--- config.mk ---
export PLATFORM = sky130hd
export DESIGN_NAME = ws2812_frame_tx_flat
export DESIGN_NICKNAME = d
export VERILOG_FILES = /design/src/rtl/ws2812_pkg.sv /design/src/rtl/ws2812_frame_tx_if.sv /design/src/rtl/ws2812_bit_gen.sv /design/src/rtl/ws2812_frame_tx.sv /design/src/flat_wrapper.sv
export SDC_FILE = /design/constraint.sdc
export NUM_CORES = 1
export LEC_CHECK = 0
export BUFFER_PORTS_ARGS = -buffer_cell sky130_fd_sc_hd__buf_2
export CAP_MARGIN = 10
export CORE_UTILIZATION = 45
export DETAILED_ROUTE_END_ITERATION = 16
export GPL_ROUTABILITY_DRIVEN = 0
export PLACE_DENSITY = 0.67
export RECOVER_POWER = 100
export SLEW_MARGIN = 20
export SYNTH_ARGS = -nofsm -noshare
export SYNTH_HDL_FRONTEND = slang
export SYNTH_SLANG_ARGS = --single-unit
--- constraint.sdc ---
create_clock -name clock -period 19.4 [get_ports clock]
set_input_delay 3.88 -clock clock [delete_from_list [all_inputs] [get_ports clock]]
set_output_delay 3.88 -clock clock [all_outputs]
set_load 0.01 [all_outputs]
--- src/rtl/ws2812_pkg.sv ---
// Shared constants, FSM state encoding and colour reordering helper for the
// WS2812 frame transmitter.
package ws2812_pkg;

    localparam int NUM_LEDS     = 11;
    localparam int BITS_PER_LED = 24;
    localparam int FRAME_BITS   = NUM_LEDS * BITS_PER_LED;  // 264

    // Default timing at 50 MHz.
    localparam int T_BIT_DEF   = 62;     // 1.25 us per data bit
    localparam int T0H_DEF     = 20;     // 0.4 us high for a '0'
    localparam int T1H_DEF     = 40;     // 0.8 us high for a '1'
    localparam int T_RESET_DEF = 15000;  // 300 us latch interval

    // FSM state encoding, kept as plain constants so older tools can read it.
    typedef logic [2:0] estado_t;
    localparam estado_t OCIOSO = 3'd0;
    localparam estado_t ALTO   = 3'd1;
    localparam estado_t BAIXO  = 3'd2;
    localparam estado_t LATCH  = 3'd3;
    localparam estado_t FIM    = 3'd4;

    // The datapath delivers {R,G,B}; the strip expects G first, then R, then B.
    function automatic logic [23:0] rgb_to_grb(input logic [23:0] rgb);
        return {rgb[15:8], rgb[23:16], rgb[7:0]};
    endfunction

endpackage

--- src/rtl/ws2812_frame_tx_if.sv ---
// Bundle of start/status/colour signals between the game datapath and the
// WS2812 frame transmitter, plus the FSM state for observation.
//
// Handshake: 'inicia' is a single-cycle start request. It is accepted only
// when 'ocupado' is low and the FSM is idle; requests while busy (or in the
// cycle 'pronto' is high) are dropped, never queued. The led words are
// sampled in the accepting cycle only. 'ocupado' stays high from the accept
// edge until the edge where 'pronto' pulses for exactly one cycle.
interface ws2812_frame_tx_if;
    import ws2812_pkg::*;

    logic        inicia;
    logic [23:0] led0;
    logic [23:0] led1;
    logic [23:0] led2;
    logic [23:0] led3;
    logic [23:0] led4;
    logic [23:0] led5;
    logic [23:0] led6;
    logic [23:0] led7;
    logic [23:0] led8;
    logic [23:0] led9;
    logic [23:0] led10;
    logic        dout;
    logic        ocupado;
    logic        pronto;
    estado_t     estado;

    // Datapath side: issues start and colour words, observes status.
    modport master (
        output inicia, led0, led1, led2, led3, led4, led5, led6, led7, led8, led9, led10,
        input  dout, ocupado, pronto, estado
    );

    // Transmitter side.
    modport slave (
        input  inicia, led0, led1, led2, led3, led4, led5, led6, led7, led8, led9, led10,
        output dout, ocupado, pronto, estado
    );

endinterface

--- src/rtl/ws2812_bit_gen.sv ---
// Generates one WS2812 data-bit waveform: high for T1H or T0H cycles
// depending on 'bit_val', then low until T_BIT cycles have elapsed.
// 'carrega' starts a bit (dout rises at that edge); 'fim_alto' flags the
// last high cycle and 'fim_bit' flags the last cycle of the bit period.
module ws2812_bit_gen #(
    parameter int T_BIT = 62,
    parameter int T0H   = 20,
    parameter int T1H   = 40
) (
    input  logic clock,
    input  logic reset,
    input  logic carrega,
    input  logic bit_val,
    output logic dout,
    output logic fim_alto,
    output logic fim_bit
);

    localparam int CW = (T_BIT > 1) ? $clog2(T_BIT) : 1;

    logic [CW-1:0] cnt;
    logic          ativo;
    logic [CW-1:0] ultimo_alto;

    // bit_val is held stable by the caller for the whole bit period.
    assign ultimo_alto = bit_val ? CW'(T1H - 1) : CW'(T0H - 1);
    assign fim_alto    = ativo && (cnt == ultimo_alto);
    assign fim_bit     = ativo && (cnt == CW'(T_BIT - 1));

    // Cycle counter and registered line level for the current bit.
    always_ff @(posedge clock or posedge reset) begin
        if (reset) begin
            cnt   <= '0;
            ativo <= 1'b0;
            dout  <= 1'b0;
        end else if (carrega) begin
            cnt   <= '0;
            ativo <= 1'b1;
            dout  <= 1'b1;
        end else if (ativo) begin
            if (fim_bit) begin
                cnt   <= '0;
                ativo <= 1'b0;
            end else begin
                cnt <= cnt + 1'b1;
            end
            if (fim_alto) begin
                dout <= 1'b0;
            end
        end
    end

endmodule

--- src/rtl/ws2812_frame_tx.sv ---
// WS2812 frame transmitter: snapshots 11 colour words on 'inicia', sends
// them as 264 NRZ bits (led0 first, GRB order, MSB first), holds the line
// low for the latch interval and pulses 'pronto'.
module ws2812_frame_tx
    import ws2812_pkg::*;
#(
    parameter int T_BIT   = T_BIT_DEF,
    parameter int T0H     = T0H_DEF,
    parameter int T1H     = T1H_DEF,
    parameter int T_RESET = T_RESET_DEF
) (
    input  logic              clock,
    input  logic              reset,
    ws2812_frame_tx_if.slave  bus
);

    localparam int            LW         = (T_RESET > 1) ? $clog2(T_RESET + 1) : 1;
    localparam logic [8:0]    ULTIMO_BIT = 9'(FRAME_BITS - 1);

    logic [23:0]           led [NUM_LEDS];
    logic [FRAME_BITS-1:0] frame_in;
    logic [FRAME_BITS-1:0] sr;
    logic [8:0]            bit_cnt;
    logic [LW-1:0]         lcnt;
    estado_t               estado;
    estado_t               estado_prox;
    logic                  inicio;
    logic                  proximo_bit;
    logic                  carrega;
    logic                  fim_alto;
    logic                  fim_bit;
    logic                  dout_bit;

    assign led[0]  = bus.led0;
    assign led[1]  = bus.led1;
    assign led[2]  = bus.led2;
    assign led[3]  = bus.led3;
    assign led[4]  = bus.led4;
    assign led[5]  = bus.led5;
    assign led[6]  = bus.led6;
    assign led[7]  = bus.led7;
    assign led[8]  = bus.led8;
    assign led[9]  = bus.led9;
    assign led[10] = bus.led10;

    // Assemble the wire-order frame: led0 in the top 24 bits, each in GRB.
    always_comb begin
        frame_in = '0;
        for (int i = 0; i < NUM_LEDS; i++) begin
            frame_in[FRAME_BITS-1-i*BITS_PER_LED -: BITS_PER_LED] = rgb_to_grb(led[i]);
        end
    end

    // A start is only honoured from idle; the next bit is loaded at the end
    // of each bit period except the last.
    assign inicio      = (estado == OCIOSO) && bus.inicia;
    assign proximo_bit = (estado == BAIXO) && fim_bit && (bit_cnt != ULTIMO_BIT);
    assign carrega     = inicio || proximo_bit;

    // The bit on the wire is always the top of the shift register.
    ws2812_bit_gen #(
        .T_BIT (T_BIT),
        .T0H   (T0H),
        .T1H   (T1H)
    ) u_bit_gen (
        .clock    (clock),
        .reset    (reset),
        .carrega  (carrega),
        .bit_val  (sr[FRAME_BITS-1]),
        .dout     (dout_bit),
        .fim_alto (fim_alto),
        .fim_bit  (fim_bit)
    );

    // Next-state decode for the frame FSM.
    always_comb begin
        estado_prox = estado;
        case (estado)
            OCIOSO: if (bus.inicia) estado_prox = ALTO;
            ALTO:   if (fim_alto)   estado_prox = BAIXO;
            BAIXO:  if (fim_bit)    estado_prox = (bit_cnt == ULTIMO_BIT) ? LATCH : ALTO;
            LATCH:  if (lcnt == LW'(T_RESET - 1)) estado_prox = FIM;
            FIM:    estado_prox = OCIOSO;
            default: estado_prox = OCIOSO;
        endcase
    end

    // State register, frame snapshot/shift register, bit counter and latch timer.
    always_ff @(posedge clock or posedge reset) begin
        if (reset) begin
            estado  <= OCIOSO;
            sr      <= '0;
            bit_cnt <= '0;
            lcnt    <= '0;
        end else begin
            estado <= estado_prox;
            if (inicio) begin
                sr      <= frame_in;
                bit_cnt <= '0;
            end else if (proximo_bit) begin
                sr      <= {sr[FRAME_BITS-2:0], 1'b0};
                bit_cnt <= bit_cnt + 1'b1;
            end
            if (estado == LATCH) begin
                lcnt <= lcnt + 1'b1;
            end else begin
                lcnt <= '0;
            end
        end
    end

    assign bus.dout    = dout_bit;
    assign bus.ocupado = (estado == ALTO) || (estado == BAIXO) || (estado == LATCH);
    assign bus.pronto  = (estado == FIM);
    assign bus.estado  = estado;

endmodule

--- src/flat_wrapper.sv ---
// flat-port wrapper written by rule: the top's interface ports become plain ports
module ws2812_frame_tx_flat import ws2812_pkg::*;
#(
    parameter int T_BIT   = T_BIT_DEF,
    parameter int T0H     = T0H_DEF,
    parameter int T1H     = T1H_DEF,
    parameter int T_RESET = T_RESET_DEF
)
  (clock, reset, bus_inicia, bus_led0, bus_led1, bus_led2, bus_led3, bus_led4, bus_led5, bus_led6, bus_led7, bus_led8, bus_led9, bus_led10, bus_dout, bus_ocupado, bus_pronto, bus_estado);
  ws2812_frame_tx_if bus_i ();
  input  logic clock;
  input  logic reset;
  input wire logic [$bits(bus_i.inicia)-1:0] bus_inicia;
  input wire logic [$bits(bus_i.led0)-1:0] bus_led0;
  input wire logic [$bits(bus_i.led1)-1:0] bus_led1;
  input wire logic [$bits(bus_i.led2)-1:0] bus_led2;
  input wire logic [$bits(bus_i.led3)-1:0] bus_led3;
  input wire logic [$bits(bus_i.led4)-1:0] bus_led4;
  input wire logic [$bits(bus_i.led5)-1:0] bus_led5;
  input wire logic [$bits(bus_i.led6)-1:0] bus_led6;
  input wire logic [$bits(bus_i.led7)-1:0] bus_led7;
  input wire logic [$bits(bus_i.led8)-1:0] bus_led8;
  input wire logic [$bits(bus_i.led9)-1:0] bus_led9;
  input wire logic [$bits(bus_i.led10)-1:0] bus_led10;
  output wire logic [$bits(bus_i.dout)-1:0] bus_dout;
  output wire logic [$bits(bus_i.ocupado)-1:0] bus_ocupado;
  output wire logic [$bits(bus_i.pronto)-1:0] bus_pronto;
  output wire logic [$bits(bus_i.estado)-1:0] bus_estado;
  assign bus_i.inicia = bus_inicia;
  assign bus_i.led0 = bus_led0;
  assign bus_i.led1 = bus_led1;
  assign bus_i.led2 = bus_led2;
  assign bus_i.led3 = bus_led3;
  assign bus_i.led4 = bus_led4;
  assign bus_i.led5 = bus_led5;
  assign bus_i.led6 = bus_led6;
  assign bus_i.led7 = bus_led7;
  assign bus_i.led8 = bus_led8;
  assign bus_i.led9 = bus_led9;
  assign bus_i.led10 = bus_led10;
  assign bus_dout = bus_i.dout;
  assign bus_ocupado = bus_i.ocupado;
  assign bus_pronto = bus_i.pronto;
  assign bus_estado = bus_i.estado;
  ws2812_frame_tx #(.T_BIT(T_BIT), .T0H(T0H), .T1H(T1H), .T_RESET(T_RESET)) u_core (.clock(clock), .reset(reset), .bus(bus_i));
endmodule
== After elaboration in Yosys (flattened, before gate mapping) ==
Cells that the tools add are included.

* Input port bits: 267
* Word-level logic and storage cells: 58
* Bits in registers: 298
* Output and inout bits: 6

* Reductions and logical operators: 14
* Muxes and demuxes: 21
* Equal/unequal tests: 13
* Add/subtract/negate cells: 3

{| class="wikitable"
|+ Operators by type and width
! kind !! number
|-
| 2-to-1 mux 264 bit || 2
|-
| 2-to-1 mux 6 bit || 4
|-
| 2-to-1 mux 9 bit || 2
|-
| adder 14 x 1 -> 14 bit (second input constant) || 1
|-
| == test 14 bit (second input constant) || 1
|-
| 2-to-1 mux 14 bit || 1
|-
| 2-to-1 mux 3 bit || 4
|-
| case mux 3 bit (4 select lines) || 1
|-
| adder 9 x 1 -> 9 bit (second input constant) || 1
|-
| == test 9 bit (second input constant) || 1
|-
| inequality test 9 bit (second input constant) || 1
|-
| adder 6 x 1 -> 6 bit (second input constant) || 1
|-
| == test 3 x 2 -> 1 bit (second input constant) || 2
|-
| == test 6 bit || 1
|-
| == test 6 bit (second input constant) || 1
|-
| 2-to-1 mux 1 bit || 6
|-
| inequality test 2 x 1 -> 1 bit (second input constant) || 3
|-
| nonzero test 2 bit || 3
|-
| logical AND 1 bit || 5
|-
| AND reduction 4 bit || 1
|-
| == test 3 x 1 -> 1 bit (second input constant) || 1
|-
| == test 3 bit (second input constant) || 1
|-
| logical NOT 3 bit || 1
|-
| logical OR 1 bit || 3
|-
| 3 further kinds || 3
|}

== Longest topological paths before layout ==
* Depth in word-level cells: 7
* Mapped depth: 10
* Depth with buffers taken out: 6

== Cells and area by module ==
Synthesis repeated with hierarchy kept, for this count alone.

* Cells, all modules: 1104
* Area total of the unflattened synthesis: 13369.1 µm²

{| class="wikitable"
|+ By module, submodules not included
! module !! seq. area each (µm²) !! times used !! cells each !! area an instance (µm²)
|-
| ws2812_frame_tx || 7257.0 || 1 || 1048 || 12884.9
|-
| ws2812_bit_gen || 200.2 || 1 || 56 || 484.2
|}

== Least setup slack after synthesis ==
OpenSTA, ideal clock, no wires.

* Kind: in2reg
* Start: in bus_inicia
* End: reg u_core.sr[130]
* Path slack: 14.094 ns
* Setup time: 0.077 ns
* Arrival time: 5.228 ns
* Cell stages on the path: 5
* Path buffers: 2
* Data required time: 19.323 ns
* Cells stage by stage: nor4b_1 > clkbuf_1 > clkbuf_1 > a31oi_1 > a21oi_1

* Word-level cells in the longest chain between the ends: 2
* Elaborated cells on any way between the ends: 3
* Classes of those cells: mux: 1; reduce/logical: 2

{| class="wikitable"
|+ Ends and longest elaborated chain
! element !! RTL line !! RTL
|-
| start, declared || flat_wrapper.sv:13 || <nowiki>input wire logic [$bits(bus_i.inicia)-1:0] bus_inicia;</nowiki>
|-
| logical AND 1 bit (*) || ws2812_frame_tx.sv:56 || <nowiki>assign inicio = (estado == OCIOSO) && bus.inicia;</nowiki>
|-
| 2-to-1 mux 264 bit / nonzero test 2 bit (equally long branches) || -- ||
|-
| end signal, assigned || ws2812_frame_tx.sv:98 || <nowiki>sr <= frame_in;</nowiki>
|-
| end signal, assigned || ws2812_frame_tx.sv:101 || <nowiki>sr <= {sr[FRAME_BITS-2:0], 1'b0};</nowiki>
|-
| end, declared || ws2812_frame_tx.sv:22 || <nowiki>logic [FRAME_BITS-1:0] sr;</nowiki>
|}

Mark *: on every way between the ends. The rest lies on a longest branch, timed or not.
A chain may end at the register's enable or synchronous reset.

== Worst setup path after layout ==
* Start: in bus_inicia
* End: reg u_core.u_bit_gen.cnt[3]

* Word-level cells in the longest chain between the ends: 3
* Elaborated cells on any way between the ends: 4
* Classes of those cells: mux: 1; reduce/logical: 3

{| class="wikitable"
|+ Ends and longest elaborated chain
! element !! RTL line !! RTL
|-
| logical AND 1 bit (*) || ws2812_frame_tx.sv:56 ||
|-
| logical OR 1 bit (*) || ws2812_frame_tx.sv:58 || <nowiki>assign carrega = inicio || proximo_bit;</nowiki>
|-
| 2-to-1 mux 6 bit / nonzero test 2 bit (equally long branches) || -- ||
|-
| end signal, assigned || ws2812_bit_gen.sv:45 || <nowiki>cnt <= cnt + 1'b1;</nowiki>
|-
| end, declared || ws2812_bit_gen.sv:21 || <nowiki>logic [CW-1:0] cnt;</nowiki>
|}

Marks and branches as above.

==> flow_metrics.py <==
metrics = {
    "outcome": {
        "status": "finished with violations",
        "violations": "max-capacitance violations, max-slew violations",
    },
    "final_layout": {
        "syn2layout_area_growth_pct": 17.49,
        "n_fill_cell": 2983,
        "fin_util_pct": 53.54,
        "instances_no_fill": 2263,
        "drive_gt1_share_pct": 18.39,
        "multi_input_area_sq_mm": 0.006170,
        "final-seq-area_sq_mm": 0.007457,
        "num-nets-final": 2096,
    },
    "setup_path": {
        "crit_path_end_kind": "flop",
        "crit_path_cell_trace": "clkbuf_1 > nand3b_1 > clkbuf_1 > clkbuf_1 > o21ai_0 > a31oi_1",
        "start_kind": "input pin",
        "r2r-end": "u_core.sr[261]",
        "worstPathRequired_ps": 19800,
        "worst-setup-path-type": "input pin to flop",
        "cpMostUsedCell": "clkbuf_1",
        "r2r-start": "u_core.bit_cnt[0]",
        "worstPathArrival_ps": 11090,
        "reg2regPathDepth": 6,
        "cpMaxStageDelayCell": "clkbuf_1",
        "reg2reg_slack_ps": 9020,
        "critPathMaxStageDelay_ps": 3040,
        "crit_fanout": 97,
    },
    "sta": {
        "slew-limit-headroom_pct": -529.5,
        "finalSetupTns_ps": 0,
        "rsz0062_at_grt": "false",
        "finalSetupViolCount": 0,
        "max_freq_ghz": 0.09350,
        "period_needed_ps": 10690,
        "tightest_slew_ps": 9443,
        "hold_viol": 0,
        "fin_crit_sh_pct": 55.13,
        "drv_slew": 673,
        "finClkSkew_ps": 15.45,
    },
    "clock_tree": {
        "cts_sinks": 298,
        "cts_setup_buffers": 0,
        "clock-root-buffer": "clkbuf_16",
        "insertion_delay_ps": 500,
        "cts_tree": "built",
        "cts_resized": 0,
        "clk_pin_slew_ps": 60,
        "holdBufCountCts": 0,
        "cts_buffers": 36,
        "clockBufferDepth": 3,
        "htreeDepth": 2,
    },
    "die": {
        "io_pins": 273,
        "num_rows": 65,
        "dieArea_sq_mm": 0.03259,
        "die_height_microns": 180.5,
        "die_w_microns": 180.5,
        "core-area_sq_mm": 0.03147,
        "start_util_pct": 45.57,
    },
    "global_routing": {
        "grt_max_degree": 212,
        "grt_overflow": 0,
        "gr-usage-all-layers_pct": 23.94,
        "grt_pass1_wl_microns": 65690,
        "antenna_found_initial": 18,
        "grt_pass1_vias": 12550,
    },
    "logic_synthesis": {
        "synth_edf_count": 0,
        "ys_seq_area_share_pct": 51.99,
        "ys_seq_elements": 298,
        "yosys-top-cells-count": "298 x dfrtp_1, 279 x nor2_1, 274 x a21oi_1, 272 x o21ai_0, 264 x a31oi_1",
        "synth_area_sq_mm": 0.01434,
        "syn_nets": 1953,
        "synth-async-reset-ratio_pct": 100.0,
        "synth.area.top_cells": "dfrtp_1 52%, a31oi_1 12%, a21oi_1 9.6%",
        "yosysWarnings": 0,
        "yosysTopAreaCell": "dfrtp_1",
        "syn-mean-instance-area_sq_um": 8.527,
        "synth.distinct_cells": 43,
        "synth_flop_cell": "dfrtp_1",
        "syn_inst": 1682,
        "synth_top_area_share_pct": 51.99,
        "yosysMostFrequentCell": "dfrtp_1",
    },
    "drt": {
        "vias": 13600,
        "drtIter0Drc": 1521,
        "post-route-drc-count": 0,
        "drt-pass1-iter-count": 7,
        "post_drt_wl_per_cell_microns": 17.66,
        "via_per_inst": 6.011,
        "wl_microns": 39970,
        "detail-route-antenna-nets": 0,
    },
    "power_and_ir_drop": {
        "finalPower_uw": 2230,
        "ir_drop_v": 0.00007991,
        "p_per_area_mw_per_mm2": 132.4,
        "p_leak_uw": 0.006867,
    },
    "min_path": {
        "hold-path-endpoint": "u_core.u_bit_gen.dout",
        "hold_path_depth": 2,
        "hold_start": "u_core.u_bit_gen.dout",
        "hp-class": "flop to flop",
    },
    "run": {
        "maxCapViolCount": 6,
    },
    "placement": {
        "dp_hpwl_microns": 21840,
        "port-buffer-count": 272,
        "dp_cells": 2188,
    },
}
-- stage by stage --
stage / instance area [sq um] / hold WS [ps] / setup slack, ps
final: 16850 / 493.3 / 8705
after CTS: 16850 / 496.5 / 13470
after floorplan: 14340 / 494.3 / 7287
after detailed placement: 15670 / 482.1 / 12950
after global routing: 16840 / 531.4 / 7878
after global placement: 15670 / 477.2 / 12980
-- worst max path at each step --
stage / startpoint / endpoint / slack (ps) / cells after the start
2_1_floorplan: reset / u_core.bit_cnt[0] / 7290 / 1
3_3_place_gp: bus_inicia / u_core.u_bit_gen.cnt[3] / 12980 / 6
3_5_place_dp: bus_inicia / u_core.u_bit_gen.cnt[3] / 12950 / 6
4_1_cts: bus_inicia / u_core.u_bit_gen.cnt[3] / 13470 / 6
5_1_grt: bus_inicia / u_core.u_bit_gen.cnt[3] / 7880 / 6
6_report: bus_inicia / u_core.u_bit_gen.cnt[3] / 8710 / 6
-- cell usage in the layout (no fill, tap or decap), types with 2 or more instances in the layout --
| cell type | n |
|---|---|
| buf_2 | 266 |
| clkinv_2 | 2 |
| clkbuf_16 | 37 |
| or4_1 | 6 |
| nor4_1 | 4 |
| nand4_1 | 4 |
| a21oi_1 | 274 |
| and3_1 | 5 |
| a31oi_1 | 264 |
| diode_2 | 12 |
| or3_1 | 4 |
| clkbuf_1 | 16 |
| o21ai_0 | 272 |
| nand4b_1 | 2 |
| xor2_1 | 4 |
| xnor2_1 | 7 |
| nor2b_1 | 2 |
| nand3_1 | 17 |
| o31ai_1 | 4 |
| o311ai_0 | 3 |
| ha_1 | 4 |
| clkinvlp_4 | 2 |
| buf_12 | 2 |
| buf_4 | 8 |
| nor3_1 | 6 |
| inv_1 | 4 |
| dfrtp_1 | 298 |
| nand2_1 | 15 |
| clkbuf_8 | 14 |
| nor2_1 | 279 |
-- cells by family (layout without fill, tap and decap cells) --
logic type,Yosys count,in the layout,share of synthesized area (%)
adders and majority gates,4,4,0.3490
other,0,12,0
muxes,2,2,0.1483
and+or+nand+nor,356,356,10.40
AOI/OAI and AO/OA,824,824,31.36
buffers and inverters,187,354,5.077
xor gates and xnor gates,11,11,0.6717
DFF,298,298,51.99
-- power by group --
group / switching (uW) / internal (uW)
Combinational: 308 / 248
Clock: 257 / 402
Sequential: 131 / 884
Total: 696 / 1530
-- worst max-delay path, delay by kind of cell --
family / cells / cell delay, ps
buffers and inverters: 3 / 6180
AOI/OAI and AO/OA: 2 / 740
and+or+nand+nor: 1 / 150
-- layer usage --
metal | GRT usage [%] | part of all wire, %
met2 | 35.02 | 46
met3 | 5.719 | 7.4
met1 | 35.68 | 45
met4 | 5.607 | 1.5
met5 | 0 | 0.22
-- state kept, by name, summed over array words and instances (netlist names) --
name	count
u_core.bit_cnt	9
u_core.bus.estado	3
u_core.lcnt	14
u_core.sr	264
u_core.u_bit_gen.ativo	1
u_core.u_bit_gen.cnt	6
u_core.u_bit_gen.dout	1
-- area by class of cell --
class / instances / area share, %
Clock inverter: 5 / 0.2005
Inverter: 5 / 0.1188
Clock buffer: 57 / 6.772
Sequential cell: 298 / 44.25
Antenna cell: 12 / 0.1782
Multi-Input combinational cell: 1197 / 36.61
Timing Repair Buffer: 287 / 8.880
Tap cell: 402 / 2.985
Power figures use the tool's default switching activity.
